--- src/rtl/imm_encoder.sv ---
// Encodes a signed 64-bit immediate into a LEGv8 base word, or expands it into
// a MOVZ/MOVK load of a scratch register followed by the base word.
module imm_encoder #(
  parameter logic [4:0] SCRATCH_DEFAULT = 5'd9
) (
  input  logic        clk,
  input  logic        rst,
  input  logic        in_valid,
  output logic        in_ready,
  input  logic        in_branch,
  input  logic [31:0] in_base,
  input  logic [63:0] in_imm,
  input  logic [4:0]  in_rd,
  input  logic        in_rd_valid,
  output logic        out_valid,
  input  logic        out_ready,
  output logic [31:0] out_instr,
  output logic        out_last,
  output logic        out_err
);

  typedef enum logic [1:0] {IDLE, MOVZ, MOVK, BASE} state_t;

  state_t      state_q, state_d;
  logic [31:0] base_q, base_d;
  logic [63:0] imm_q, imm_d;
  logic [4:0]  rd_q, rd_d;
  logic [1:0]  hw_q, hw_d;
  logic        out_valid_q, out_valid_d;
  logic [31:0] out_instr_q, out_instr_d;
  logic        out_last_q, out_last_d;
  logic        out_err_q, out_err_d;

  logic        adv, accept, fit_d, fit_cb;
  logic [2:0]  nh;

  // {found, hw}: lowest halfword above 'after' that is nonzero
  function automatic logic [2:0] next_hw(input logic [63:0] imm, input logic [1:0] after);
    logic [2:0] r;
    r = '0;
    for (int k = 3; k >= 1; k--)
      if (k > int'(after) && imm[16*k +: 16] != 16'd0) r = {1'b1, 2'(k)};
    return r;
  endfunction

  assign fit_d   = (&in_imm[63:8])  | ~(|in_imm[63:8]);
  assign fit_cb  = (&in_imm[63:18]) | ~(|in_imm[63:18]);
  assign adv     = !out_valid_q || out_ready;
  assign in_ready = (state_q == IDLE) && (!out_valid_q || (out_ready && out_last_q));
  assign accept  = in_valid && in_ready;

  always_comb begin
    state_d     = state_q;
    base_d      = base_q;
    imm_d       = imm_q;
    rd_d        = rd_q;
    hw_d        = hw_q;
    out_valid_d = out_valid_q;
    out_instr_d = out_instr_q;
    out_last_d  = out_last_q;
    out_err_d   = out_err_q;
    nh          = '0;
    if (adv) begin
      out_valid_d = 1'b0;
      out_last_d  = 1'b0;
      out_err_d   = 1'b0;
    end
    case (state_q)
      IDLE: if (accept) begin
        base_d = in_base;
        imm_d  = in_imm;
        rd_d   = in_rd_valid ? in_rd : SCRATCH_DEFAULT;
        if (in_branch) begin
          out_valid_d = 1'b1;
          out_last_d  = 1'b1;
          out_err_d   = !fit_cb;
          out_instr_d = {in_base[31:24], fit_cb ? in_imm[18:0] : 19'd0, in_base[4:0]};
        end else if (fit_d) begin
          out_valid_d = 1'b1;
          out_last_d  = 1'b1;
          out_instr_d = {in_base[31:21], in_imm[8:0], in_base[11:0]};
        end else begin
          state_d = MOVZ;
        end
      end
      MOVZ: if (adv) begin
        out_valid_d = 1'b1;
        out_instr_d = {9'b110100101, 2'b00, imm_q[15:0], rd_q};
        nh          = next_hw(imm_q, 2'd0);
        hw_d        = nh[1:0];
        state_d     = nh[2] ? MOVK : BASE;
      end
      MOVK: if (adv) begin
        out_valid_d = 1'b1;
        out_instr_d = {9'b111100101, hw_q, imm_q[{hw_q, 4'b0000} +: 16], rd_q};
        nh          = next_hw(imm_q, hw_q);
        hw_d        = nh[1:0];
        state_d     = nh[2] ? MOVK : BASE;
      end
      BASE: if (adv) begin
        out_valid_d = 1'b1;
        out_last_d  = 1'b1;
        out_instr_d = {base_q[31:21], 9'd0, base_q[11:0]};
        state_d     = IDLE;
      end
      default: state_d = IDLE;
    endcase
  end

  always_ff @(posedge clk) begin
    if (rst) begin
      state_q     <= IDLE;
      base_q      <= '0;
      imm_q       <= '0;
      rd_q        <= '0;
      hw_q        <= '0;
      out_valid_q <= 1'b0;
      out_instr_q <= '0;
      out_last_q  <= 1'b0;
      out_err_q   <= 1'b0;
    end else begin
      state_q     <= state_d;
      base_q      <= base_d;
      imm_q       <= imm_d;
      rd_q        <= rd_d;
      hw_q        <= hw_d;
      out_valid_q <= out_valid_d;
      out_instr_q <= out_instr_d;
      out_last_q  <= out_last_d;
      out_err_q   <= out_err_d;
    end
  end

  assign out_valid = out_valid_q;
  assign out_instr = out_instr_q;
  assign out_last  = out_last_q;
  assign out_err   = out_err_q;

endmodule

--- config.mk ---
export PLATFORM = sky130hd
export DESIGN_NAME = imm_encoder
export DESIGN_NICKNAME = d
export VERILOG_FILES = /design/src/rtl/imm_encoder.sv
export SDC_FILE = /design/constraint.sdc
export NUM_CORES = 1
export LEC_CHECK = 0
export CORE_MARGIN = 2
export CORE_UTILIZATION = 30
export CTS_CLUSTER_DIAMETER = 30
export CTS_CLUSTER_SIZE = 28
export DETAILED_ROUTE_END_ITERATION = 12
export GPL_TIMING_DRIVEN = 0
export PLACE_DENSITY = 0.56
export SYNTH_ARGS = -nofsm -noshare
export SYNTH_HDL_FRONTEND = slang
export SYNTH_SLANG_ARGS = --single-unit
--- constraint.sdc ---
create_clock -name clk -period 2.8 [get_ports clk]
set_clock_uncertainty 0.1 [all_clocks]
set_input_delay 0.56 -clock clk [delete_from_list [all_inputs] [get_ports clk]]
set_output_delay 0.56 -clock clk [all_outputs]
set_load 0.03 [all_outputs]
Word-level counts from Yosys, hierarchy flattened:

Cells that the tools add are included.
Widths: inputs -> output; s select.

* register bits: 140
* latch bits: 0
* RAM bits: 0
* memory bits (read-only): 0
* bits of input ports: 107
* output and inout bits: 36
* word-level logic and storage cells: 98
* memories: 0

* $add $sub $neg: 0
* multipliers: 0
* divide/modulo/power cells: 0
* magnitude comparators: 3
* eq/ne operators: 10
* shifts and indexed selects: 1
* muxes and demuxes: 47
* bitwise gates (word level): 4
* reduce and logical (&&, ||, !) cells: 24

Operators with widths (count)
* $mux 32: 6
* $pmux 32 s4: 1
* $shiftx 64x7->16: 1
* $reduce_and 56->1: 1
* $reduce_or 56->1: 1
* $reduce_bool 16->1: 3
* $reduce_and 46->1: 1
* $reduce_or 46->1: 1
* $mux 3: 10
* $mux 19: 1
* $mux 1: 16
* $mux 2: 8
* $ne 2x2->1 const B: 6
* $pmux 2 s4: 1
* $logic_and 1x1->1: 6
* $reduce_and 6->1: 1
* $mux 5: 1
* $reduce_and 5->1: 1
* $eq 2x2->1 const B: 2
* $gt 2x2->1 const A: 2
* $pmux 1 s2: 2
* $pmux 2 s2: 1
* $ne 3x3->1 const B: 1
* $reduce_and 3->1: 1
* other kinds (10): 14

Longest topological paths before layout:

* depth after elaboration: 10
* depth in mapped cells: 11
* mapped depth without buffers: 8

Worst setup path before layout:

OpenSTA, ideal clock, no wires.

* kind: register to register
* from: register state_q[0]
* to: register out_instr_q[0] (netlist: out_instr[0])
* library setup time: 0.121 ns
* arrival time: 2.336 ns
* required time: 2.579 ns
* slack: 0.243 ns
* cell stages (with the launch flop): 11
* buffers on the path: 2
* period minus slack after synthesis: 2.557 ns
* cells stage by stage: dfxtp_1 -> inv_1 -> ha_1 -> clkbuf_1 -> inv_1 -> a21oi_1 -> nand2_1 -> a21oi_1 -> o31ai_2 -> buf_6 -> mux2_4

* longest elaborated chain between the ends: 5
* elaborated cells on any way between the ends: 13
* those cells by class: 8 x eq/ne; 1 x mux; 4 x reduce/logical

RTL lines
* start, declared: line 24 `state_t state_q, state_d;`
* start signal, assigned: line 122 `state_q <= state_d;`
* $logic_not 2->1: line 49 `assign in_ready = (state_q == IDLE) && (!out_valid_q || (out_ready && out_last_q));`
* $logic_and 1x1->1: line 49
* net in_ready: line 9 `output logic in_ready,`
* $logic_and 1x1->1: line 50 `assign accept = in_valid && in_ready;`
* $ne 2x2->1 (no line)
* $reduce_and 5->1 (no line)
* end signal, assigned: line 128 `out_instr_q <= out_instr_d;`
* end, declared: line 30 `logic [31:0] out_instr_q, out_instr_d;`

The timed path passes the listed nets, and every way through them passes these cells.
A chain may end at the register's enable or synchronous reset.

Final worst setup path:

* from: input in_imm[63]
* to: register out_instr_q[2] (netlist: out_instr[2])

* longest elaborated chain between the ends: 5
* elaborated cells on any way between the ends: 6
* those cells by class: 1 x eq/ne; 2 x bitwise; 3 x reduce/logical

RTL lines
* start, declared: line 12 `input logic [63:0] in_imm,`
* $reduce_or 56->1: line 46 `assign fit_d = (&in_imm[63:8]) | ~(|in_imm[63:8]);`
* $not 1->1: line 46
* $or 1x1->1 (*): line 46
* $ne 3x3->1 (no line) (*)
* $reduce_and 5->1 (no line) (*)

Every way passes the cells marked *; elsewhere a longest branch is shown, timed or not.

==> out/qor.txt <==
Post-Syn Instances -> 831
Syn nets -> 942
Core box area -> 0.0216 mm2
Overflow after GRT -> 0
Post-synth top flop -> dfxtp_1
Worst slew pin tran -> 0.621 ns
Yosys cell types -> 43
CP max stage delay -> 0.54 ns
TritonRoute pass-1 iters -> 5
Clock Latency Late Sink -> 0.43 ns
Clock sink count -> 131
Post-synthesis adder-cell area fraction -> 0.765%
Final hold violation count -> 0
Power Dens Cells -> 1000 mW/mm2
Status -> finished, final reports clean
Post-synthesis mux area share -> 11.3%
IO Port Bufs -> 131
Crit. End Element -> flip-flop
FP Rows -> 54
Placer congestion estimate -> 0.913
Synth Area in XOR/XNOR -> 0%
Root buffer cell -> clkbuf_16
Syn_area_per_cell -> 7.87 um2
Critical Path End -> out_instr[2]
Ys async rst share -> 0%
Largest net degree at the start of global routing -> 17
Final worst slack -> 0.113 ns
Vias -> 6,617
CTS tree -> done
Ports -> 143
Bufs on Longest Clock Path -> 2
Die width -> 152 um
CP delay by family, top -> buffers and inverters
Synth warnings -> 0
Top cells by area, synth -> dfxtp_1 40%, nand2_1 13%, a21oi_1 9.3%
Vias/cell -> 5.19
Initial antenna violation count -> 0
Fmax -> 372 MHz
Fin crit period -> 2.69 ns
Critical-path cell list -> clkdlybuf4s50_1 > nand4_1 > nor4_4 > nand3_2 > o41ai_4 > o31ai_4 > buf_6 > mux2_4
Number of flops mapped to enable cells by yosys -> 0
Final cell count without fillers -> 1,275
Nets -> 1,093
Drt drc -> 0
Top-count cell post-synth -> nand2_1
Peak supply drop -> 0.397 mV
CP Data Arrival Time -> 2.91 ns
Place WS -> -0.754 ns
Clk slew on worst S/H paths -> 0.06 ns
Max-slew violation count -> 0
Cells after DPL -> 1,242
CTS Buf Count -> 17
Share of cells above drive strength 1 -> 8.64%
Die height -> 152 um
Compound-Gate Fraction of Synth Area -> 19.0%
Unrepaired setup endpoints after global routing -> no
Routed Antenna Nets -> 0
Global-route wire length before repair -> 35,700 um
Diodes inserted -> 0
Critical path required time -> 3.02 ns
DP Area -> 0.00820 mm2
Worst setup SP type -> primary input
Routed WL -> 23,400 um
R2r setup slk -> 0.23 ns
DRC marker count from the first detailed-route iteration -> 553
Seq/Total Area, Yosys -> 40.1%
Crit-path max FO -> 10
Slew Limit Headroom -> 58.6%
R2R Path End -> out_instr[12]
Area Growth Syn to Fin -> 36.7%
H-tree depth -> 4
CP max-delay cell -> clkdlybuf4s50_1
Max cap viols -> 0
Setup CP Type -> in2reg
Post-Synth Simple-Gate Area -> 23.7%
DP Wirelength -> 18,200 um
Commonest cells post-synth -> 230 x nand2_1, 131 x dfxtp_1, 122 x a21oi_1, 58 x clkbuf_1, 33 x nor2_1
Post-route clock period utilization -> 95.9%
CP Depth -> 8
WP buf/inv -> 2
Final Setup Violations -> 0
Cell area after synthesis -> 0.00654 mm2
Main combinational cell family by area after synthesis -> simple AND/OR/NAND/NOR gates
Worst Hold Class -> reg2reg
Area leader, netlist -> dfxtp_1
Avg WL per Cell -> 18.4 um
FF+latch count, synth -> 131
Hold Path Depth -> 2
Vias in the first global route -> 6,318
Pleak -> 3.27 nW
Starting Density -> 30.2%
Die area -> 0.0230 mm2
Finished Cell Area -> 0.00894 mm2
Tot Pwr -> 8.98 mW
Setup TNS -> 0 ns
Setup crit start -> in_imm[63]
Area share of the largest cell type after synthesis -> 40.1%
Reg-to-Reg Start -> state_q[0]
Reg2reg path depth -> 7
Post-cts hold buffer count -> 0
Total GRT Usage -> 20.7%
==> layer usage <==
| metal | vias to the layer above | GRT usage [%] | wire, um |
|---|---|---|---|
| met5 | - | 0 | 0 |
| met4 | 0 | 7.59 | 456 |
| met3 | 41 | 3.29 | 1470 |
| met2 | 262 | 32.0 | 10400 |
| met1 | 3071 | 29.0 | 11000 |
| li1 | 3243 | - | - |
==> through the flow <==
| step | hold slack [ns] | util (%) |
|---|---|---|
| 2_1_floorplan | 0.332 | - |
| 3_3_place_gp | 0.337 | 37.9 |
| 3_5_place_dp | 0.342 | 37.9 |
| 4_1_cts | 0.350 | 41.2 |
| 5_1_grt | 0.372 | 41.3 |
| 6_report | 0.350 | 41.3 |
==> area by class of cell <==
type,instances,area [um2]
flip-flops and latches,131,2620
repair buffers,133,1330
inverters,14,52.6
multi-input cells,614,3650
clock inverters,13,183
clock buffers,19,453
fillers,2242,12700
well taps,280,350
plain buffers,71,303
==> worst min path at each step <==
stage | startpoint | end | slack, ns
final | base_q[24] | base_q[24] | 0.35
after global routing | base_q[24] | base_q[24] | 0.37
after CTS | base_q[27] | base_q[27] | 0.35
after detailed placement | base_q[27] | base_q[27] | 0.34
after global placement | base_q[27] | base_q[27] | 0.34
after floorplan | rd_q[1] | rd_q[1] | 0.33
==> placed cells by master, fill, tap and decap left out, types with 4 or more instances in the layout <==
master,instances
mux2i_1,25
inv_1,14
nand2b_1,4
buf_1,4
clkbuf_16,17
dfxtp_1,131
mux4_2,16
o21ai_0,27
clkinvlp_4,4
nand3_1,6
a221o_1,5
nor2_1,33
mux2_4,7
clkdlybuf4s50_1,128
bufinv_16,4
clkbuf_1,52
nand4_1,18
a211oi_1,9
a21oi_1,121
ha_1,4
a221oi_1,19
nand2_1,230
o211ai_1,5
buf_2,4
o31ai_1,7
nor4_1,25
nor2b_1,17
clkbuf_2,7
==> report_power, final <==
group	internal (mW)	leakage [nW]	total (mW)	switching, mW
Combinational	1.55	1.90	3.82	2.28
Sequential	2.36	1.07	2.75	0.390
Clock	1.53	0.301	2.40	0.869
==> worst min-delay path, delay by kind of cell, from the launching register on <==
family / cells / cell delay, ns
AOI/OAI and AO/OA: 1 / 0.05
and+or+nand+nor: 1 / 0.05
DFF: 1 / 0.30
==> cells by family (layout without fill, tap and decap cells) <==
| logic type | after synthesis | count (layout) |
|---|---|---|
| and+or+nand+nor | 352 | 352 |
| AOI/OAI and AO/OA | 208 | 208 |
| DFF | 131 | 131 |
| buffers and inverters | 86 | 250 |
| muxes | 50 | 50 |
| adders and majority gates | 4 | 4 |
==> registers in the layout (all words and copies together), names as in the netlist <==
name	count
hw_q	2
imm_q	64
out_valid	1
base_q	23
state_q	2
out_last	1
rd_q	5
out_instr	32
out_err	1
==> timing repair <==
| item | 4_1_cts | 5_1_grt |
|---|---|---|
| hold endpoints to repair | 0 | 0 |
| setup endpoints to repair | 54 | 100 |
| pin swaps | 4 | 4 |
| setup buffers | 2 | 0 |
| gates resized for setup | 12 | 18 |
Note: power is estimated with default switching activity, not from simulation.
